<file path="src/rtl/multicycle_ctrl.sv">
// Multicycle CPU sequencer: FETCH/DECODE/EXEC/MEM/WB control with
// memory-wait timeouts, PC update at commit and performance counters.
module multicycle_ctrl #(
  parameter logic [31:0] RESET_PC = 32'h1C000000,
  parameter int          WAIT_W   = 4,
  parameter int          MAX_WAIT = 15,
  parameter int          CNT_W    = 32
) (
  input  logic             cpu_clk,
  input  logic             rst,
  input  logic             run,
  input  logic             step,
  input  logic [2:0]       op_class,
  input  logic             br_taken,
  input  logic [31:0]      br_target,
  input  logic             imem_ack,
  input  logic             dmem_ack,
  output logic [31:0]      pc,
  output logic             imem_req,
  output logic             ir_we,
  output logic             ab_we,
  output logic             y_we,
  output logic             dmem_req,
  output logic             dmem_we,
  output logic             mdr_we,
  output logic             rf_we,
  output logic             wb_sel,
  output logic [2:0]       state,
  output logic             halted,
  output logic [1:0]       err,
  output logic [CNT_W-1:0] cycle_cnt,
  output logic [CNT_W-1:0] instr_cnt
);

  typedef enum logic [2:0] {
    S_IDLE, S_FETCH, S_DECODE, S_EXEC, S_MEM, S_WB, S_HALT, S_BAD
  } state_t;

  localparam logic [1:0] OP_ALU = 2'd0, OP_LOAD = 2'd1, OP_STORE = 2'd2, OP_BRANCH = 2'd3;
  localparam logic [1:0] E_NONE = 2'd0, E_ILL = 2'd1, E_IMEM = 2'd2, E_DMEM = 2'd3;
  localparam logic [WAIT_W-1:0] WAIT_LAST = WAIT_W'(MAX_WAIT - 1);

  state_t            state_q, state_d;
  logic [31:0]       pc_q, pc_d, next_pc;
  logic [1:0]        op_q, op_d;
  logic [1:0]        err_q, err_d;
  logic [WAIT_W-1:0] wait_q, wait_d;
  logic [CNT_W-1:0]  cyc_q, cyc_d, ins_q, ins_d;
  logic              commit;

  always_ff @(posedge cpu_clk or posedge rst) begin
    if (rst) begin
      state_q <= S_IDLE;
      pc_q    <= RESET_PC;
      op_q    <= OP_ALU;
      err_q   <= E_NONE;
      wait_q  <= '0;
      cyc_q   <= '0;
      ins_q   <= '0;
    end else begin
      state_q <= state_d;
      pc_q    <= pc_d;
      op_q    <= op_d;
      err_q   <= err_d;
      wait_q  <= wait_d;
      cyc_q   <= cyc_d;
      ins_q   <= ins_d;
    end
  end

  always_comb begin
    state_d  = state_q;
    pc_d     = pc_q;
    op_d     = op_q;
    err_d    = err_q;
    wait_d   = '0;
    cyc_d    = cyc_q;
    ins_d    = ins_q;
    next_pc  = pc_q + 32'd4;
    commit   = 1'b0;
    imem_req = 1'b0;
    ir_we    = 1'b0;
    ab_we    = 1'b0;
    y_we     = 1'b0;
    dmem_req = 1'b0;
    dmem_we  = 1'b0;
    mdr_we   = 1'b0;
    rf_we    = 1'b0;
    wb_sel   = 1'b0;

    if (state_q != S_IDLE && state_q != S_HALT) cyc_d = cyc_q + CNT_W'(1);

    case (state_q)
      S_IDLE: if (run || step) state_d = S_FETCH;
      S_FETCH: begin
        imem_req = 1'b1;
        if (imem_ack) begin
          ir_we   = 1'b1;
          state_d = S_DECODE;
        end else if (wait_q == WAIT_LAST) begin
          state_d = S_HALT;
          err_d   = E_IMEM;
        end else begin
          wait_d = wait_q + WAIT_W'(1);
        end
      end
      S_DECODE: begin
        ab_we = 1'b1;
        op_d  = op_class[1:0];
        if (op_class[2]) begin
          state_d = S_HALT;
          err_d   = E_ILL;
        end else begin
          state_d = S_EXEC;
        end
      end
      S_EXEC: begin
        // Branch condition and target are consumed here, so no holding copy is needed.
        y_we = 1'b1;
        case (op_q)
          OP_ALU:  state_d = S_WB;
          OP_LOAD, OP_STORE: state_d = S_MEM;
          default: begin
            if (br_taken && br_target[1:0] != 2'b00) begin
              state_d = S_HALT;
              err_d   = E_ILL;
            end else begin
              commit = 1'b1;
              if (br_taken) next_pc = br_target;
            end
          end
        endcase
      end
      S_MEM: begin
        dmem_req = 1'b1;
        dmem_we  = (op_q == OP_STORE);
        if (dmem_ack) begin
          if (op_q == OP_LOAD) begin
            mdr_we  = 1'b1;
            state_d = S_WB;
          end else begin
            commit = 1'b1;
          end
        end else if (wait_q == WAIT_LAST) begin
          state_d = S_HALT;
          err_d   = E_DMEM;
        end else begin
          wait_d = wait_q + WAIT_W'(1);
        end
      end
      S_WB: begin
        rf_we  = 1'b1;
        wb_sel = (op_q == OP_LOAD);
        commit = 1'b1;
      end
      S_HALT: ;
      default: begin
        state_d = S_HALT;
        err_d   = E_ILL;
      end
    endcase

    if (commit) begin
      pc_d    = next_pc;
      ins_d   = ins_q + CNT_W'(1);
      state_d = run ? S_FETCH : S_IDLE;
    end
  end

  assign pc        = pc_q;
  assign state     = state_q;
  assign halted    = (state_q == S_HALT);
  assign err       = err_q;
  assign cycle_cnt = cyc_q;
  assign instr_cnt = ins_q;

endmodule

</file>
<file path="config.mk">
export PLATFORM = sky130hd
export DESIGN_NAME = multicycle_ctrl
export DESIGN_NICKNAME = d
export VERILOG_FILES = /design/src/rtl/multicycle_ctrl.sv
export SDC_FILE = /design/constraint.sdc
export NUM_CORES = 1
export LEC_CHECK = 0
export CORE_MARGIN = 3
export CORE_UTILIZATION = 47
export CTS_CLUSTER_SIZE = 25
export DETAILED_ROUTE_END_ITERATION = 8
export DONT_BUFFER_PORTS = 1
export PLACE_DENSITY = 0.72
export SLEW_MARGIN = 20
export SYNTH_ARGS = -nofsm -noshare
export SYNTH_HDL_FRONTEND = slang
export SYNTH_SLANG_ARGS = --single-unit
</file>
<file path="constraint.sdc">
create_clock -name cpu_clk -period 4.8 [get_ports cpu_clk]
set_input_delay 0.24 -clock cpu_clk [delete_from_list [all_inputs] [get_ports cpu_clk]]
set_output_delay 0.24 -clock cpu_clk [all_outputs]
set_load 0.02 [all_outputs]
</file>
# Word level (Yosys, flattened, before mapping)
# Index checks and enable logic that the tools add are counted.
[totals]
inputBits = 42
register_bits = 107
wordCells = 90
[classes]
n_eq_ne = 21
muxes = 44
bitwise_logic = 1
n_reduce_logical = 13
add_sub_neg = 4
[op_table]
columns = ["cell", "n"]
rows = [
  ["$mux 32", 4],
  ["$add 32x1->32 const B", 2],
  ["$add 32x3->32 const B", 1],
  ["$mux 3", 8],
  ["$pmux 3 s6", 1],
  ["$mux 1", 17],
  ["$mux 2", 7],
  ["$ne 2x2->1 const B", 7],
  ["$mux 4", 3],
  ["$pmux 2 s5", 1],
  ["$eq 3x3->1 const B", 3],
  ["$pmux 4 s2", 1],
  ["$reduce_and 8->1", 1],
  ["$eq 3x2->1 const B", 2],
  ["$ne 3x3->1 const B", 2],
  ["$pmux 3 s2", 1],
  ["$reduce_or 3->1", 2],
  ["$ne 5x5->1 const B", 1],
  ["$add 4x1->4 const B", 1],
  ["$eq 4x4->1 const B", 1],
  ["$ne 4x4->1 const B", 1],
  ["$reduce_and 4->1", 1],
  ["$reduce_or 2->1", 2],
  ["$eq 3x1->1 const B", 1],
  ["11 further kinds", 12],
]

# Longest topological paths before layout
# Gate-level depths: netlist of run 1.
[logic_depth]
ltp_word = 7
ltp_mapped = 8
mapped_depth_nobuf = 7

# Worst setup path before layout of run 1
# No wires, ideal clock.
[synth_path]
kind = "register -> register"
start = "register pc_q[4] (netlist: pc[4])"
end = "register pc_q[21] (netlist: pc[21])"
setup_ns = 0.076
n_path_buf = 1
stages_incl_launch_ff = 7
path_slack_ns = 2.644
t_arrival_ns = 2.079
required_time_ns = 4.724
path_cell_list = "dfrtp_1 -> nand4_2 -> or4_1 -> buf_2 -> or3_4 -> o41a_1 -> o21ai_1"
[synth_via]
elab_chain_cells = 5
[synth_lines]
columns = ["item", "line_no", "source"]
rows = [
  ["start, declared", "44", "logic [31:0] pc_q, pc_d, next_pc;"],
  ["start signal, assigned", "62", "pc_q <= pc_d;"],
  ["$add 32x3->32 (*)", "79", "next_pc = pc_q + 32'd4;"],
  ["$mux 32", "129", "if (br_taken) next_pc = br_target;"],
  ["$mux 32", "124", "if (br_taken && br_target[1:0] != 2'b00) begin"],
  ["$mux 32", "120", "case (op_q)"],
  ["$mux 32 (*)", "93", "case (state_q)"],
]
# Every way passes the cells marked *; elsewhere a longest branch is shown, timed or not.
# A chain may end at the register's enable or synchronous reset.

# Worst setup path in the final report of run 1
[layout_path]
start = "register state_q[0] (netlist: state[0])"
end = "register pc_q[20] (netlist: pc[20])"
[layout_via]
elab_chain_cells = 2
[layout_lines]
columns = ["item", "line_no", "source"]
rows = [
  ["start, declared", "43", "state_t state_q, state_d;"],
  ["start signal, assigned", "61", "state_q <= state_d;"],
  ["$eq 3x3->1 / $eq 3x2->1 (equally long branches)", "93", ""],
  ["$pmux 1 s3 / $mux 32 (equally long branches)", "93", ""],
]
# Several ways; a longest one is shown, not always the timed one.

==> results of run 1 <==
-- registers in the layout (all words and copies together) (netlist names) --
name,flops
wait_q,4
state,3
pc,32
err,2
op_q,2
instr_cnt,32
cycle_cnt,32
-- final cells by class --
| type | count | share of cell area |
|---|---|---|
| clock buffers | 9 | 0.0378 |
| clock inverters | 7 | 0.00945 |
| inverters | 17 | 0.0111 |
| multi-input cells | 425 | 0.456 |
| flip-flops and latches | 107 | 0.450 |
| well taps | 143 | 0.0300 |
| repair buffers | 4 | 0.00546 |
-- layout by cell type, fill, tap and decap left out, types with 4 or more instances in the layout --
master / count
a21oi_1: 36
o22ai_1: 4
and4_1: 5
clkbuf_16: 9
o21ai_0: 17
dfrtp_1: 104
nor2_1: 41
and3_1: 14
mux2_2: 5
o221a_2: 4
nor3_1: 25
xnor2_1: 33
a22oi_1: 4
xor2_1: 32
nand2_1: 41
ha_1: 5
nand4_1: 28
inv_1: 16
and2_1: 5
o22a_1: 7
inv_6: 4
or4_1: 5
nor4_1: 9
a31oi_1: 10
nand3_1: 41
-- layer usage --
metal  track usage  part of all wire  up-vias
li1              -                 -     2086
met1         0.265              0.42     2232
met2         0.317              0.46      194
met3        0.0874              0.11       17
met4        0.0673             0.014        2
met5             0           0.00081        -
-- kinds of logic (layout without fill, tap and decap cells) --
logic type / after synthesis / after routing / share of synthesized area
fa+ha+maj: 5 / 5 / 0.0112
simple gates: 235 / 235 / 0.222
flops: 107 / 107 / 0.480
xor+xnor: 65 / 65 / 0.102
buf+inv: 44 / 37 / 0.0379
compound gates: 113 / 113 / 0.133
mux: 7 / 7 / 0.0137
-- worst paths after layout --
kind | end | startpoint | slack, ns | cells past startpoint
max | pc[20]$_DFFE_PP0P_ | state[0]$_DFFE_PP0P_ | 1.85 | 5
min | pc[20]$_DFFE_PP0P_ | br_target[20] | 0.02 | 2
max reg2reg | pc[20]$_DFFE_PP0P_ | state[0]$_DFFE_PP0P_ | 1.85 | 5
min reg2reg | wait_q[0]$_DFF_PP0_ | wait_q[0]$_DFF_PP0_ | 0.49 | 1
max in group asynchronous | instr_cnt[28]$_DFFE_PP0P_ | rst | 3.16 | 3
min in group asynchronous | cycle_cnt[28]$_DFFE_PP0P_ | rst | 0.44 | 2
-- power by group through the flow --
stage | logic [mW] | registers, mW | clock network, mW
after global routing | 0.867 | 1.55 | 0.771
after global placement | 0.740 | 1.52 | 0
final | 0.768 | 1.52 | 0.714
after detailed placement | 0.767 | 1.53 | 0
after floorplan | 0.687 | 1.40 | 0
after CTS | 0.769 | 1.52 | 0.729
-- critical path, stage by stage (launching register included) --
cell      delay (ns)
dfrtp_1         0.84
nand3b_1        0.30
nor3_1          0.43
a21o_1          0.74
nand2_1         0.22
o311ai_1        0.32
-- metrics by stage --
step / worst slack (ns) / power, mW / cell area, µm² / hold WS, ns
2_1_floorplan: 1.75 / 2.09 / 5580 / 0.363
3_3_place_gp: 1.92 / 2.26 / 5660 / 0.223
3_5_place_dp: 1.83 / 2.30 / 5660 / 0.228
4_1_cts: 1.84 / 3.01 / 5950 / 0.00560
5_1_grt: 1.58 / 3.19 / 5960 / 0.0191
6_report: 1.85 / 3.00 / 5960 / 0.0181
==> summary.txt, run 1 <==
Yosys
  – Commonest cells in the netlist: dfrtp_1, nand2_1, nand3_1, nor2_1, a21oi_1
  – Synth area leader: dfrtp_1
  – Synth Area per Inst: 9.69 µm²
  – Mapped Cells: 576
  – Number of synthesized register bits: around 110
  – Post-synth top flop: dfrtp_1
  – Synth top area share: 0.466
  – Unique cell type count in the Yosys netlist: 63
  – Post-Syn Area: 5580 µm²
  – Leading post-synthesis cells by cell area: dfrtp_1, xnor2_1, xor2_1
  – Yosys warnings: 0
  – Post-synthesis sequential area ratio: 0.480
  – Most frequent cell after synthesis: dfrtp_1
  – Syn nets: 623
  – Number of synthesized flops with an enable pin: 0
  – Asr flop ratio synth: 1.00

Min path
  – Worst hold path class: primary input to flop

Timing
  – Hold Vio Cnt, Final: 0
  – Slew Limit Fails: 0
  – Unrepaired setup endpoints after global routing: false
  – Crit share post-route: 0.615
  – Slew headroom: 0.326
  – Fmax: ~0.34 GHz
  – Post-layout minimum cycle time: 2.95 ns
  – TNS Setup: 0 ns
  – Pin slew with the least headroom to its limit: 1.00 ns
  – Setup Viol. Count Final: 0
  – Skew final: 0.0106 ns

Critical path
  – Crit end category: flop
  – Worst Setup Path Type: flop to flop
  – Type of origin of the critical path: flop
  – Crit path max fanout: 27
  – Critical Path AT: 3.21 ns
  – CP required: around 5.1 ns

Global routing
  – Total grt overflow: 0
  – Largest net degree at the start of global routing: 60
  – First-pass GRT wire length: 22000 µm
  – Initial antenna violation count: 1
  – Gr usage total: 0.206
  – Vias in the first global route: 4313

Pwr
  – Clk network pwr share: 0.238
  – Logic pwr share: 0.256
  – Reg power frac: 0.506
  – Power Density: 503 nW/µm²
  – Sw Share: 0.428
  – Internal: 1.71 mW
  – Worst IR drop on VDD: 0.234 mV
  – Lkg Pwr: 2.42 nW
  – Switching Power: 1.28 mW

Layout
  – Final Core Density: 0.517
  – FF/Latch Area: 2680 µm²
  – Area Overhead vs Synth: 6.75%
  – Layout Cells excl Fill: 712
  – Antenna diode count: 0
  – Multi-input logic area: around 2700 µm²
  – Fill cells: 1016
  – Layout cells sized above 1: 0.0756
  – NumNets Final: 611

Place
  – IO buf count: 0
  – GP Congestion: 0.861
  – Placed insts: 695
  – HPWL after detailed placement: ~9600 µm

Floorplanning
  – I/O pins: 153
  – Die Wd: 115 µm
  – Die area: 13200 µm²
  – Die height: 115 µm
  – Initial core utilization: 0.485
  – # rows: 39
  – CORE AREA: about 12000 µm²

Routing
  – DR vias: 4531
  – DR WL/cell: approximately 19 µm
  – Vias per cell: 6.36
  – DRC viols: 0
  – Total Wirelength: between 10000 and 15000 µm
  – Final antenna-violating net count: 0
  – Initial DRC count: 457
  – DRT Pass-1 Iters: 5

Run
  – Maxcap violations: 0

Clock tree
  – PostCTS Resize Cnt: 0
  – H-tree depth: 3
  – Reg clk slew, reported paths: 0.07 ns
  – Post-CTS setup buffer count: 0
  – Num CTS Buffers: 9
  – Root Buffer: clkbuf_16
  – Clk_lat worst skew: 0.35 ns
  – TritonCTS clock tree: built
  – Maximum root-to-sink buffer count: 2
  – Hold bufs inserted after CTS: 1
  – Clock sinks: approximately 110

Outcome
  – Outcome: complete, no violations
Note: power is estimated with default switching activity, not from simulation.
==> inputs of run 2 (changes only) <==
--- a/config.mk
+++ b/config.mk
@@ -10,7 +10,7 @@
 export CTS_CLUSTER_SIZE = 25
 export DETAILED_ROUTE_END_ITERATION = 8
 export DONT_BUFFER_PORTS = 1
-export PLACE_DENSITY = 0.72
+export PLACE_DENSITY = 0.74
 export SLEW_MARGIN = 20
 export SYNTH_ARGS = -nofsm -noshare
 export SYNTH_HDL_FRONTEND = slang
==> constraint.sdc (replaced) <==
create_clock -name cpu_clk -period 2.5 [get_ports cpu_clk]
set_input_delay 0.125 -clock cpu_clk [delete_from_list [all_inputs] [get_ports cpu_clk]]
set_output_delay 0.125 -clock cpu_clk [all_outputs]
set_load 0.02 [all_outputs]
==> summary.txt, run 2 (synthesized netlist as in run 1, its figures left out) <==
Outcome
  – Outcome: complete, no violations

Global routing
  – First-pass GRT wire length: 23000 µm (+4.7%)
  – Vias in the first global route: 4737 (+9.8%)
  – Total grt overflow: 0 (unchanged)
  – Largest net degree at the start of global routing: 52 (-13%)
  – Gr usage total: 0.216 (+0.00969)
  – Initial antenna violation count: 0 (-1)

Pwr
  – Worst IR drop on VDD: 0.361 mV (+54%)
  – Power Density: 946 nW/µm² (+88%)
  – Clk network pwr share: 0.237 (about the same)
  – Switching Power: 2.51 mW (+95%)
  – Internal: 3.66 mW (+110%)
  – Reg power frac: 0.417 (-0.089)
  – Logic pwr share: 0.347 (+0.091)
  – Sw Share: 0.406 (-0.0219)
  – Lkg Pwr: 2.71 nW (+12%)

Floorplanning
  – Initial core utilization: 0.485 (unchanged)
  – I/O pins: 153 (unchanged)
  – Die area: 13200 µm² (unchanged)
  – CORE AREA: 11500 µm² (unchanged)
  – Die Wd: 115 µm (unchanged)
  – # rows: 39 (unchanged)
  – Die height: 115 µm (unchanged)

Timing
  – Pin slew with the least headroom to its limit: 0.713 ns (-0.289 ns)
  – Hold_ws: 0.0140 ns (-0.00410 ns)
  – Hold Vio Cnt, Final: 0 (unchanged)
  – Unrepaired setup endpoints after global routing: false
  – Setup WS post-layout: 0.324 ns (-1.52 ns)
  – Post-layout minimum cycle time: roughly 2.2 ns
  – Fmax: 0.460 GHz
  – Skew final: 0.00671 ns (-0.00391 ns)
  – Slew Limit Fails: 0 (unchanged)
  – Slew headroom: 0.521 (+0.194)
  – Crit share post-route: 0.870
  – TNS Setup: 0 ns (unchanged)
  – Setup Viol. Count Final: 0 (unchanged)

Layout
  – FF/Latch Area: 2680 µm² (unchanged)
  – Commonest non-fill, non-tap cell in the layout: dfrtp_1
  – Most frequent cells in the layout: dfrtp_1, nand2_1, nor2_1, nand3_1, buf_4
  – Layout cells sized above 1: 0.128 (+0.0528)
  – Antenna diode count: 0 (unchanged)
  – NumNets Final: 673 (+10%)
  – Multi-input logic area: 2710 µm² (-0.28%)
  – Area Overhead vs Synth: 16.9%
  – Fill cells: 962 (-5.3%)
  – Final Core Density: 0.566 (+0.0490)
  – Layout Cells excl Fill: 774 (+8.7%)

Routing
  – DR WL/cell: 18.8 µm (-1.9%)
  – DRT Pass-1 Iters: 5 (unchanged)
  – Final antenna-violating net count: 0 (unchanged)
  – Vias per cell: 6.29 (-1.1%)
  – DR vias: 4870 (+7.5%)
  – Initial DRC count: 403 (-12%)
  – DRC viols: 0 (unchanged)
  – Total Wirelength: 14500 µm (+6.7%)

Clock tree
  – Root Buffer: clkbuf_16
  – Clk_lat worst skew: 0.35 ns (about the same)
  – PostCTS Resize Cnt: 0 (unchanged)
  – Reg clk slew, reported paths: 0.07 ns (about the same)
  – Maximum root-to-sink buffer count: 2 (unchanged)
  – TritonCTS clock tree: built
  – H-tree depth: 3 (unchanged)
  – Num CTS Buffers: 9 (unchanged)
  – Clock sinks: 107 (unchanged)

Critical path
  – Max stage delay on crit path: 0.41 ns (-0.43 ns)
  – Critical Path AT: 2.05 ns (-1.16 ns)
  – R2r setup slk: 0.33 ns (-1.52 ns)
  – Reg2reg end: pc[21]$_DFFE_PP0P_
  – Crit path max-delay cell type: nor2b_1
  – Crit end category: primary output
  – Crit-path cells: buf_4, nor2b_1, and2_1, nor2b_1, buf_4
  – Crit path max fanout: 14 (-48%)
  – RR Startpoint: pc[12]$_DFFE_PP0P_
  – CP required: 2.38 ns (-2.67 ns)
  – Type of origin of the critical path: flop
  – Worst-case reg-to-reg path depth: 5 (unchanged)
  – Worst Setup Path Type: flop to primary output

Place
  – HPWL after detailed placement: 10400 µm (+8.3%)
  – GP Congestion: 0.918 (+6.7%)
  – IO buf count: 0 (unchanged)
  – Placement Setup Slack: 0.335 ns (-1.49 ns)
  – Placed insts: 734 (+5.6%)

Min path
  – Hold_sp: br_target[13]
  – Worst hold path class: primary input to flop
  – WHS Path Cells: 2 (unchanged)
  – Hold EP: pc[13]$_DFFE_PP0P_

Run
  – Maxcap violations: 0 (unchanged)
run 2: how the worst max path moves through the flow:
| stage | startpoint | to | cells past startpoint |
|---|---|---|---|
| finish | state[2]$_DFFE_PP0P_ | wb_sel | 5 |
| global route | instr_cnt[5]$_DFFE_PP0P_ | instr_cnt[26]$_DFFE_PP0P_ | 6 |
| detailed placement | pc[12]$_DFFE_PP0P_ | pc[21]$_DFFE_PP0P_ | 5 |
| floorplan | pc[4]$_DFFE_PP0P_ | pc[21]$_DFFE_PP0P_ | 6 |
| CTS | state[2]$_DFFE_PP0P_ | wb_sel | 5 |
| global placement | pc[12]$_DFFE_PP0P_ | pc[21]$_DFFE_PP0P_ | 5 |
run 2: power by group through the flow:
stage	registers, mW	logic (mW)	clock network [mW]
after detailed placement	2.60	2.09	0
after floorplan	2.70	1.32	0
after global routing	2.62	2.34	1.56
after global placement	2.58	2.02	0
final	2.57	2.14	1.46
after CTS	2.57	2.13	1.49
run 2: cell type report:
class,instances,share of cell area
timing repair buffer,66,0.0890
clock inverter,5,0.00940
tap,143,0.0274
sequential,107,0.411
multi-input combinational,425,0.415
inverter,17,0.0104
clock buffer,11,0.0372
run 2: metrics by stage:
stage	area [µm²]	power, mW
2_1_floorplan	5580	4.02
3_3_place_gp	5980	4.60
3_5_place_dp	5980	4.69
4_1_cts	6520	6.20
5_1_grt	6520	6.51
6_report	6520	6.17
run 2: critical path, delay by kind of cell, from the launching register on:
| family | cells | cell delay (ns) |
|---|---|---|
| buffers and inverters | 2 | 0.41 |
| and+or+nand+nor | 3 | 0.95 |
| DFF | 1 | 0.34 |
run 2: timing repair:
action | in CTS | in global routing
endpoints found under the hold margin | 49 | 0
hold buffers | 24 | 0
setup buffers | 0 | 0
run 2: layer usage:
layer,GRT usage,up-vias,wire [µm]
li1,-,2218,-
met1,0.251,2350,5550
met2,0.352,260,7020
met3,0.0763,42,1480
met4,0.112,0,482
met5,0,-,0
